$ cat src/rtl/mvm_ctrl_pkg.sv
// Shared sizes, state and opcode encodings for the mvm crossbar controller.
package mvm_ctrl_pkg;

   localparam int N      = 4;
   localparam int XIN_W  = 4;
   localparam int XOUT_W = 8;
   localparam int WT_W   = 4;

   localparam int NN     = N * N;
   localparam int IDX_W  = (NN > 1) ? $clog2(NN) : 1;
   localparam int XIDX_W = (N > 1) ? $clog2(N) : 1;

   typedef enum logic [2:0] {
      S_IDLE,
      S_WLOAD,
      S_PROG,
      S_XLOAD,
      S_RUN,
      S_DRAIN
   } state_t;

   typedef enum logic {
      OP_RUN  = 1'b0,
      OP_PROG = 1'b1
   } op_t;

endpackage

$ cat src/rtl/mvm_ctrl_if.sv
// Core-side streams of the mvm controller: command, weights, input vector, results, status.
interface mvm_ctrl_if;
   import mvm_ctrl_pkg::*;

   logic              cmd_valid;
   logic              cmd_ready;
   op_t               cmd_op;
   logic              wt_valid;
   logic              wt_ready;
   logic [WT_W-1:0]   wt_data;
   logic              x_valid;
   logic              x_ready;
   logic [XIN_W-1:0]  x_data;
   logic              y_valid;
   logic              y_ready;
   logic [XOUT_W-1:0] y_data;
   logic              y_last;
   logic              busy;
   logic              err_timeout;

   modport slave (
      input  cmd_valid, cmd_op, wt_valid, wt_data, x_valid, x_data, y_ready,
      output cmd_ready, wt_ready, x_ready, y_valid, y_data, y_last, busy, err_timeout
   );

   modport master (
      output cmd_valid, cmd_op, wt_valid, wt_data, x_valid, x_data, y_ready,
      input  cmd_ready, wt_ready, x_ready, y_valid, y_data, y_last, busy, err_timeout
   );

endinterface

$ cat src/rtl/mvm_ctrl.sv
// Initiator for one mvm crossbar: loads weights / input vector, sequences prog and run,
// captures the crossbar result on the mvm_done rising edge and streams it back out.
module mvm_ctrl
   import mvm_ctrl_pkg::*;
#(
   parameter int PROG_CYCLES = 2,
   parameter int TIMEOUT     = 1024
) (
   input  logic              clk,
   input  logic              reset,
   mvm_ctrl_if.slave         s_if,
   output logic              reset_wt,
   output logic              prog_wt,
   output logic              mvm_start,
   input  logic              mvm_done,
   output logic [XIN_W-1:0]  xbar_input  [N],
   output logic [WT_W-1:0]   wr_weight   [NN],
   input  logic [XOUT_W-1:0] xbar_output [N]
);

   localparam int PCNT_W = $clog2(PROG_CYCLES + 1);
   localparam int TCNT_W = $clog2(TIMEOUT + 1);
   localparam logic [PCNT_W-1:0] PCNT_LAST   = PCNT_W'(PROG_CYCLES - 1);
   localparam logic [TCNT_W-1:0] TCNT_LAST   = TCNT_W'(TIMEOUT - 1);
   localparam logic [IDX_W-1:0]  IDX_WT_LAST = IDX_W'(NN - 1);
   localparam logic [IDX_W-1:0]  IDX_X_LAST  = IDX_W'(N - 1);

   state_t              r_state;
   logic [IDX_W-1:0]    r_idx;
   logic [PCNT_W-1:0]   r_pcnt;
   logic [TCNT_W-1:0]   r_tcnt;
   logic                r_done_q;
   logic                r_err;
   logic                r_cmd_ready;
   logic                r_wt_ready;
   logic                r_x_ready;
   logic                r_y_valid;
   logic                r_prog_wt;
   logic                r_mvm_start;
   logic                r_reset_wt;
   logic [WT_W-1:0]     r_wt_buf [NN];
   logic [XIN_W-1:0]    r_x_buf  [N];
   logic [XOUT_W-1:0]   r_y_buf  [N];

   logic w_cmd_fire, w_wt_fire, w_x_fire, w_y_fire, w_done_rise;

   assign w_cmd_fire  = s_if.cmd_valid & s_if.cmd_ready;
   assign w_wt_fire   = s_if.wt_valid & r_wt_ready;
   assign w_x_fire    = s_if.x_valid & r_x_ready;
   assign w_y_fire    = r_y_valid & s_if.y_ready;
   // A done level left high from an earlier run must not count as completion.
   assign w_done_rise = mvm_done & ~r_done_q;

   always_ff @(posedge clk) begin
      r_reset_wt <= reset;
      r_done_q   <= mvm_done;
      if (reset) begin
         r_state     <= S_IDLE;
         r_idx       <= '0;
         r_pcnt      <= '0;
         r_tcnt      <= '0;
         r_err       <= 1'b0;
         r_cmd_ready <= 1'b1;
         r_wt_ready  <= 1'b0;
         r_x_ready   <= 1'b0;
         r_y_valid   <= 1'b0;
         r_prog_wt   <= 1'b0;
         r_mvm_start <= 1'b0;
         for (int i = 0; i < NN; i++) r_wt_buf[i] <= '0;
         for (int i = 0; i < N; i++) begin
            r_x_buf[i] <= '0;
            r_y_buf[i] <= '0;
         end
      end else begin
         case (r_state)
            S_IDLE: if (w_cmd_fire) begin
               r_idx       <= '0;
               r_cmd_ready <= 1'b0;
               if (s_if.cmd_op == OP_PROG) begin
                  r_state    <= S_WLOAD;
                  r_wt_ready <= 1'b1;
               end else begin
                  r_state   <= S_XLOAD;
                  r_x_ready <= 1'b1;
               end
            end
            S_WLOAD: if (w_wt_fire) begin
               r_wt_buf[r_idx] <= s_if.wt_data;
               if (r_idx == IDX_WT_LAST) begin
                  r_idx      <= '0;
                  r_wt_ready <= 1'b0;
                  r_prog_wt  <= 1'b1;
                  r_pcnt     <= '0;
                  r_state    <= S_PROG;
               end else begin
                  r_idx <= r_idx + 1'b1;
               end
            end
            S_PROG: begin
               if (r_pcnt == PCNT_LAST) begin
                  r_prog_wt   <= 1'b0;
                  r_cmd_ready <= 1'b1;
                  r_state     <= S_IDLE;
               end else begin
                  r_pcnt <= r_pcnt + 1'b1;
               end
            end
            S_XLOAD: if (w_x_fire) begin
               r_x_buf[r_idx[XIDX_W-1:0]] <= s_if.x_data;
               if (r_idx == IDX_X_LAST) begin
                  r_idx       <= '0;
                  r_x_ready   <= 1'b0;
                  r_mvm_start <= 1'b1;
                  r_tcnt      <= '0;
                  r_state     <= S_RUN;
               end else begin
                  r_idx <= r_idx + 1'b1;
               end
            end
            S_RUN: begin
               if (w_done_rise) begin
                  r_y_buf     <= xbar_output;
                  r_mvm_start <= 1'b0;
                  r_y_valid   <= 1'b1;
                  r_idx       <= '0;
                  r_state     <= S_DRAIN;
               end else if (r_tcnt == TCNT_LAST) begin
                  r_err       <= 1'b1;
                  r_mvm_start <= 1'b0;
                  r_cmd_ready <= 1'b1;
                  r_state     <= S_IDLE;
               end else begin
                  r_tcnt <= r_tcnt + 1'b1;
               end
            end
            S_DRAIN: if (w_y_fire) begin
               if (r_idx == IDX_X_LAST) begin
                  r_idx       <= '0;
                  r_y_valid   <= 1'b0;
                  r_cmd_ready <= 1'b1;
                  r_state     <= S_IDLE;
               end else begin
                  r_idx <= r_idx + 1'b1;
               end
            end
            default: begin
               r_cmd_ready <= 1'b1;
               r_state     <= S_IDLE;
            end
         endcase
      end
   end

   // Crossbar strobes and cmd_ready are masked by reset so they drop in the reset cycle itself.
   assign s_if.cmd_ready   = r_cmd_ready & ~reset;
   assign prog_wt          = r_prog_wt & ~reset;
   assign mvm_start        = r_mvm_start & ~reset;
   assign reset_wt         = r_reset_wt;
   assign s_if.wt_ready    = r_wt_ready;
   assign s_if.x_ready     = r_x_ready;
   assign s_if.y_valid     = r_y_valid;
   assign s_if.y_data      = r_y_buf[r_idx[XIDX_W-1:0]];
   assign s_if.y_last      = r_y_valid & (r_idx == IDX_X_LAST);
   assign s_if.busy        = (r_state != S_IDLE);
   assign s_if.err_timeout = r_err;
   assign wr_weight        = r_wt_buf;
   assign xbar_input       = r_x_buf;

endmodule

$ cat src/flat_wrapper.sv
// flat-port wrapper written by rule: the top's interface ports become plain ports
module mvm_ctrl_flat import mvm_ctrl_pkg::*;
#(
   parameter int PROG_CYCLES = 2,
   parameter int TIMEOUT     = 1024
)
  (clk, reset, reset_wt, prog_wt, mvm_start, mvm_done, xbar_input, wr_weight, xbar_output, s_if_cmd_valid, s_if_cmd_op, s_if_wt_valid, s_if_wt_data, s_if_x_valid, s_if_x_data, s_if_y_ready, s_if_cmd_ready, s_if_wt_ready, s_if_x_ready, s_if_y_valid, s_if_y_data, s_if_y_last, s_if_busy, s_if_err_timeout);
  mvm_ctrl_if s_if_i ();
  input  logic clk;
  input  logic reset;
  output logic reset_wt;
  output logic prog_wt;
  output logic mvm_start;
  input  logic mvm_done;
  output logic [XIN_W-1:0] xbar_input[N];
  output logic [WT_W-1:0] wr_weight[NN];
  input  logic [XOUT_W-1:0] xbar_output[N];
  input wire logic [$bits(s_if_i.cmd_valid)-1:0] s_if_cmd_valid;
  input wire logic [$bits(s_if_i.cmd_op)-1:0] s_if_cmd_op;
  input wire logic [$bits(s_if_i.wt_valid)-1:0] s_if_wt_valid;
  input wire logic [$bits(s_if_i.wt_data)-1:0] s_if_wt_data;
  input wire logic [$bits(s_if_i.x_valid)-1:0] s_if_x_valid;
  input wire logic [$bits(s_if_i.x_data)-1:0] s_if_x_data;
  input wire logic [$bits(s_if_i.y_ready)-1:0] s_if_y_ready;
  output wire logic [$bits(s_if_i.cmd_ready)-1:0] s_if_cmd_ready;
  output wire logic [$bits(s_if_i.wt_ready)-1:0] s_if_wt_ready;
  output wire logic [$bits(s_if_i.x_ready)-1:0] s_if_x_ready;
  output wire logic [$bits(s_if_i.y_valid)-1:0] s_if_y_valid;
  output wire logic [$bits(s_if_i.y_data)-1:0] s_if_y_data;
  output wire logic [$bits(s_if_i.y_last)-1:0] s_if_y_last;
  output wire logic [$bits(s_if_i.busy)-1:0] s_if_busy;
  output wire logic [$bits(s_if_i.err_timeout)-1:0] s_if_err_timeout;
  assign s_if_i.cmd_valid = s_if_cmd_valid;
  assign s_if_i.cmd_op = s_if_cmd_op;
  assign s_if_i.wt_valid = s_if_wt_valid;
  assign s_if_i.wt_data = s_if_wt_data;
  assign s_if_i.x_valid = s_if_x_valid;
  assign s_if_i.x_data = s_if_x_data;
  assign s_if_i.y_ready = s_if_y_ready;
  assign s_if_cmd_ready = s_if_i.cmd_ready;
  assign s_if_wt_ready = s_if_i.wt_ready;
  assign s_if_x_ready = s_if_i.x_ready;
  assign s_if_y_valid = s_if_i.y_valid;
  assign s_if_y_data = s_if_i.y_data;
  assign s_if_y_last = s_if_i.y_last;
  assign s_if_busy = s_if_i.busy;
  assign s_if_err_timeout = s_if_i.err_timeout;
  mvm_ctrl #(.PROG_CYCLES(PROG_CYCLES), .TIMEOUT(TIMEOUT)) u_core (.clk(clk), .reset(reset), .s_if(s_if_i), .reset_wt(reset_wt), .prog_wt(prog_wt), .mvm_start(mvm_start), .mvm_done(mvm_done), .xbar_input(xbar_input), .wr_weight(wr_weight), .xbar_output(xbar_output));
endmodule
$ cat config.mk
export PLATFORM = sky130hd
export DESIGN_NAME = mvm_ctrl_flat
export DESIGN_NICKNAME = d
export VERILOG_FILES = /design/src/rtl/mvm_ctrl_pkg.sv /design/src/rtl/mvm_ctrl_if.sv /design/src/rtl/mvm_ctrl.sv /design/src/flat_wrapper.sv
export SDC_FILE = /design/constraint.sdc
export NUM_CORES = 1
export LEC_CHECK = 0
export ABC_CLOCK_PERIOD_IN_PS = 2000
export CAP_MARGIN = 20
export CORE_ASPECT_RATIO = 0.75
export CORE_MARGIN = 4
export CORE_UTILIZATION = 44
export DETAILED_ROUTE_END_ITERATION = 8
export HOLD_SLACK_MARGIN = 0.05
export PLACE_DENSITY = 0.75
export SLEW_MARGIN = 30
export SYNTH_ARGS = -nofsm -noshare
export SYNTH_HDL_FRONTEND = slang
export SYNTH_SLANG_ARGS = --single-unit
$ cat constraint.sdc
create_clock -name clk -period 2 [get_ports clk]
set_clock_uncertainty 0.05 [all_clocks]
set_input_delay 0.2 -clock clk [delete_from_list [all_inputs] [get_ports clk]]
set_output_delay 0.2 -clock clk [all_outputs]
set_load 0.05 [all_outputs]
Word level (Yosys, flattened, before mapping)
Cells that the tools add are included.

Add/subtract/negate cells: 3. Magnitude comparators: 4. Eq/ne operators: 25. Muxes and demuxes: 66. Bitwise gates (word level): 15. Reductions and logical operators: 25.

Operator list (number): 64-bit bitwise mux (1); 11-bit two-way mux (4); 4-bit two-way mux (9); 3-bit two-way mux (10); 1-bit two-way mux (22); 11-bit one-hot mux with 2 select lines (1); 2-bit by 1-bit inequality test with 1-bit output, second input constant (10); 4-bit one-hot mux with 5 select lines (1); 3-bit one-hot mux with 6 select lines (1); 8-bit binary-select mux with 2-bit select (1); 16-bit bitwise mux (1); 4-bit demux with 4-bit select (1); 8-bit two-way mux (2); 4-bit AND reduction (4); 5-bit AND reduction (3); 11-bit by 1-bit adder with 11-bit output, second input constant (1); 11-bit by 10-bit == test with 1-bit output, second input constant (1); 2-bit inequality test, second input constant (5); 1-bit one-hot mux with 2 select lines (5); 2-bit nonzero test (5); 1-bit bitwise AND (9); 9-bit AND reduction (1); 4-bit demux with 2-bit select (1); 2-bit two-way mux (4); other kinds (27) (35).

Flip-flop bits (word level): 141. Bits of input ports: 48. Output and inout bits: 98. Word-level logic and storage cells: 175.

Longest topological paths before layout
Depth after elaboration: 6. Mapped depth: 8. Gate-level depth less buffers: 7.

Worst setup path before layout
Ideal clock, no wire load.

Path type: flip-flop to flip-flop. From: register u_core.r_idx[0]. To: register u_core.r_wt_buf (netlist bit u_core.wr_weight[52]). Library setup time: 0.070 ns. Arrival time: 1.922 ns. Data required time: 1.880 ns. Setup slack: -0.042 ns. Cell stages (with the launch flop): 9. Path buffers: 2. Period minus slack after synthesis: 2.042 ns. Cells stage by stage: dfxtp_1 > buf_1 > inv_1 > ha_1 > and3_1 > clkbuf_1 > nand2_1 > nand2_1 > a21oi_1.

Longest elaborated chain between the ends: 6. Elaborated cells on any way between the ends: 7. Classes of those cells: 2 x order compare; 3 x mux; 1 x bitwise; 1 x reduce/logical.

Ends and longest elaborated chain: from (decl) (line mvm_ctrl.sv:29) `logic [IDX_W-1:0] r_idx;`; from (signal assigned) (line mvm_ctrl.sv:96) `r_idx <= r_idx + 1'b1;`; from (signal assigned) (line mvm_ctrl.sv:117) `r_idx <= r_idx + 1'b1;`; from (signal assigned) (line mvm_ctrl.sv:143) `r_idx <= r_idx + 1'b1;`; 4-bit inverter with 5-bit output (not written as such) (*) (line mvm_ctrl.sv:88) `r_wt_buf[r_idx] <= s_if.wt_data;`; 5-bit >= comparator (not written as such) or 5-bit by 1-bit less-than comparator with 1-bit output (tied branches) (line mvm_ctrl.sv:88); 1-bit logical AND (not written as such) (line mvm_ctrl.sv:88); 4-bit two-way mux (not written as such) (line mvm_ctrl.sv:88); 4-bit demux with 4-bit select (*) (line mvm_ctrl.sv:88); 64-bit bitwise mux (*) (line mvm_ctrl.sv:88); to (signal, indexed assignment) (line mvm_ctrl.sv:88); to (decl) (line mvm_ctrl.sv:41) `logic [WT_W-1:0] r_wt_buf [NN];`.

Every way passes the cells marked *; elsewhere a longest branch is shown, timed or not. A chain may end at the register's enable or synchronous reset.

Worst setup path after layout
From: register u_core.r_idx[0]. To: output port s_if_y_data[4].

Longest elaborated chain between the ends: 4.

Ends and longest elaborated chain: 2-bit inverter with 3-bit output (not written as such) (line mvm_ctrl.sv:162) `assign s_if.y_data = r_y_buf[r_idx[XIDX_W-1:0]];`; 8-bit binary-select mux with 2-bit select (line mvm_ctrl.sv:162); 8-bit two-way mux (not written as such) (2 in series) (line mvm_ctrl.sv:162); to (decl) (line flat_wrapper.sv:29) `output wire logic [$bits(s_if_i.y_data)-1:0] s_if_y_data;`.

Every way passes these cells. The select of a mux whose other input is x is not followed.

==> flow_summary.json <==
{
  "status": "complete, no violations",
  "fillers": 1085,
  "detailed_place_hpwl_um": 11500,
  "start_util_pct": 45.2,
  "first_iter_violations": 376,
  "postRouteAntennaNets": 0,
  "p_clk_share_pct": 41.3,
  "maxCapViolations": 0,
  "report.final.slew_viol_count": 0,
  "ys_seq_area_share_pct": 47.8,
  "post_synth_xor_area_fraction_pct": 0.148,
  "synth_async_sr_flop_share_pct": 0,
  "cts-root-buf": "clkbuf_16",
  "nNetsFinal": 947,
  "fmax_mhz": 515,
  "power.internal_mw": 5.50,
  "fin_area_sq_um": 8440,
  "yosysWarningCount": 0,
  "globalplace.congestion": 0.867,
  "core_sq_um": 13100,
  "power_frac_comb_pct": 20.0,
  "vias": 5684,
  "slew_headroom_pct": 59.6,
  "synth_compound_area_share_pct": 14.7,
  "synthesis.nets": 790,
  "worstMarginPinSlew_ps": 598,
  "p_per_area_nw_per_um2": 918,
  "hold_path_class": "input pin to flip-flop",
  "io_buffers": 145,
  "min_period_ps": 1940,
  "cts_sinks": 141,
  "ys_ff_latch": 141,
  "synth_adder_area_share_pct": 1.44,
  "yosys.area_share.simple_pct": 27.9,
  "slowest_stage": "mux4_2",
  "die_area_sq_um": 15400,
  "finalPower_mw": 7.75,
  "critical_path_arrival_ps": 1690,
  "synth-edff-count": 0,
  "h-tree-depth": 4,
  "crit_path_start_kind": "flip-flop",
  "cts_made_buffers": 17,
  "synthCells": 736,
  "die_h_um": 108,
  "path_class": "flip-flop to output port",
  "clock_latency_ps": 420,
  "endpoint_kind": "output port",
  "grt_pass1_vias": 5207,
  "critPathMaxStageDelay_ps": 520,
  "synth_area_sq_um": 5910,
  "overflow": 0,
  "grt_pass1_wl_um": 26200,
  "grt_use_total_pct": 21.3,
  "num_rows": 36,
  "ios": 146,
  "avgSynthCellArea_sq_um": 8.03,
  "synthToLayoutAreaGrowth_pct": 42.9,
  "p_sw_mw": 2.25,
  "p_seq_share_pct": 38.7,
  "switching_share_pct": 29.0,
  "wl_um": 16600,
  "final.period_utilization_pct": 97.2,
  "clockBufferDepth": 2,
  "drc": 0,
  "cts_tree": "yes",
  "synth_flop_cell": "dfxtp_1",
  "grt_max_degree": 46,
  "worst-path-max-fanout": 8,
  "ir_drop_mv": 0.594,
  "ys_types": 52,
  "setup_viol": 0,
  "cp.required_ps": 1750,
  "synth_top_family_by_area": "simple AND/OR/NAND/NOR gates",
  "wl_per_cell_um": 15.4,
  "synthMuxAreaShare_pct": 3.58,
  "r2r_slack_ps": 60,
  "vias_per_cell": 5.28,
  "fin_util_pct": 64.6,
  "cts.clk_slew.worst_paths_ps": 60,
  "crit_chain": "buf_12 > mux4_2 > buf_4",
  "antenna_found_initial": 0,
  "diodes": 0,
  "leakage_nw": 2.84,
  "dieWidth_um": 142,
  "placed_area_sq_um": 7750,
  "drive_gt1_share_pct": 14.3,
  "hold_viol_final": 0,
  "dr.pass1.iters": 5
}
cell families (layout without fill, tap and decap cells):
family / after synthesis / count (layout)
buffers and inverters: 67 / 237
XOR/XNOR: 1 / 1
adder cells (fa/ha/maj): 7 / 7
AO/OA/AOI/OAI: 160 / 160
flip-flops: 141 / 141
AND/OR/NAND/NOR: 349 / 349
multiplexers: 11 / 11
area by class of cell:
type / count / area [sq um] / share of cell area (%)
Tap cell: 171 / 214 / 2.53
Inverter: 10 / 37.5 / 0.445
Timing Repair Buffer: 195 / 1890 / 22.3
Sequential cell: 141 / 2830 / 33.5
Clock inverter: 15 / 179 / 2.12
Clock buffer: 17 / 425 / 5.04
Multi-Input combinational cell: 528 / 2870 / 34.0
metrics by stage:
step	hold slack (ps)	setup TNS, ps	worst slack (ps)	std cells
floorplan	178	0	18.5	736
global placement	369	-20.6	-14.5	1043
detailed placement	375	-376	-55.1	1043
CTS	231	0	3.06	1077
global route	271	-13.2	-11.6	1077
finish	246	0	56.9	1077
state kept, by name (all words and copies together), names as in the netlist:
| register | cells |
|---|---|
| u_core.s_if.wt_ready | 1 |
| u_core.r_mvm_start | 1 |
| u_core.wr_weight | 64 |
| u_core.s_if.x_ready | 1 |
| u_core.r_prog_wt | 1 |
| u_core.r_state | 3 |
| u_core.r_y_buf | 32 |
| u_core.reset_wt | 1 |
| u_core.r_tcnt | 11 |
| u_core.s_if.err_timeout | 1 |
| u_core.r_idx | 4 |
| u_core.s_if.y_valid | 1 |
| u_core.r_cmd_ready | 1 |
| u_core.r_pcnt | 2 |
| u_core.r_done_q | 1 |
| u_core.xbar_input | 16 |
cells in the final DEF, fill, tap and decap left out, types with 6 or more instances in the layout:
cell             count
or3_1                6
buf_12               7
clkbuf_16           17
clkdlybuf4s50_1    131
nand3_1             92
dfxtp_1            136
a21oi_1            131
nand2_1            179
mux4_2               8
nor2b_1              7
nor3_1               6
nor2_1              20
buf_4               55
inv_1                9
power groups by stage:
stage                     combinational (mW)  sequential, mW  clock (mW)
after floorplan                        0.856            3.08           0
after global placement                  1.48            3.04           0
after detailed placement                1.49            3.04           0
after CTS                               1.50            2.98        3.26
after global routing                    1.67            3.01        3.40
final                                   1.55            3.00        3.20
critical path: cells and delay by family, from the launching register on:
family | cells | cell delay, ps
mux | 1 | 520
buf+inv | 2 | 370
flops | 1 | 390
worst paths after layout:
check                            startpoint                             end  depth (start not counted)
max reg2reg    u_core.r_idx[0]$_SDFFE_PP0P_  u_core.r_state[2]$_SDFFE_PP0P_                          6
max            u_core.r_idx[0]$_SDFFE_PP0P_                  s_if_y_data[4]                          3
min reg2reg  u_core.r_tcnt[10]$_SDFFE_PP0P_  u_core.r_tcnt[10]$_SDFFE_PP0P_                          2
min                                mvm_done         u_core.r_done_q$_DFF_P_                          1
layer usage:
metal	track usage [%]	part of all wire, %	wire [um]
met3	6.28	7.5	1250
met4	6.51	1.3	221
met5	0	0	0
met1	30.2	48	7960
met2	31.3	43	7200
cells in the mapped netlist (4+ instances only):
cell type | n | area (sq um)
inv_1 | 10 | 37.5
dfxtp_1 | 141 | 2820
o31ai_1 | 4 | 30.0
mux4_2 | 8 | 180
nand3_1 | 92 | 460
buf_1 | 9 | 33.8
or3_1 | 6 | 37.5
clkbuf_1 | 45 | 169
nand2b_1 | 4 | 25.0
nor3_1 | 6 | 30.0
and3_1 | 4 | 25.0
o21ai_0 | 5 | 25.0
nand2_1 | 179 | 672
a21oi_1 | 131 | 656
nor2b_1 | 7 | 43.8
ha_1 | 6 | 75.1
nand4_1 | 5 | 31.3
nor2_1 | 21 | 78.8
what timing repair did:
action	in CTS	in global routing
setup buffers	1	0
resized for setup	4	14
pin swaps	1	2
setup endpoints to repair	10	48
hold buffers	1	0
hold endpoints to repair	7	0
Power figures use the tool's default switching activity.
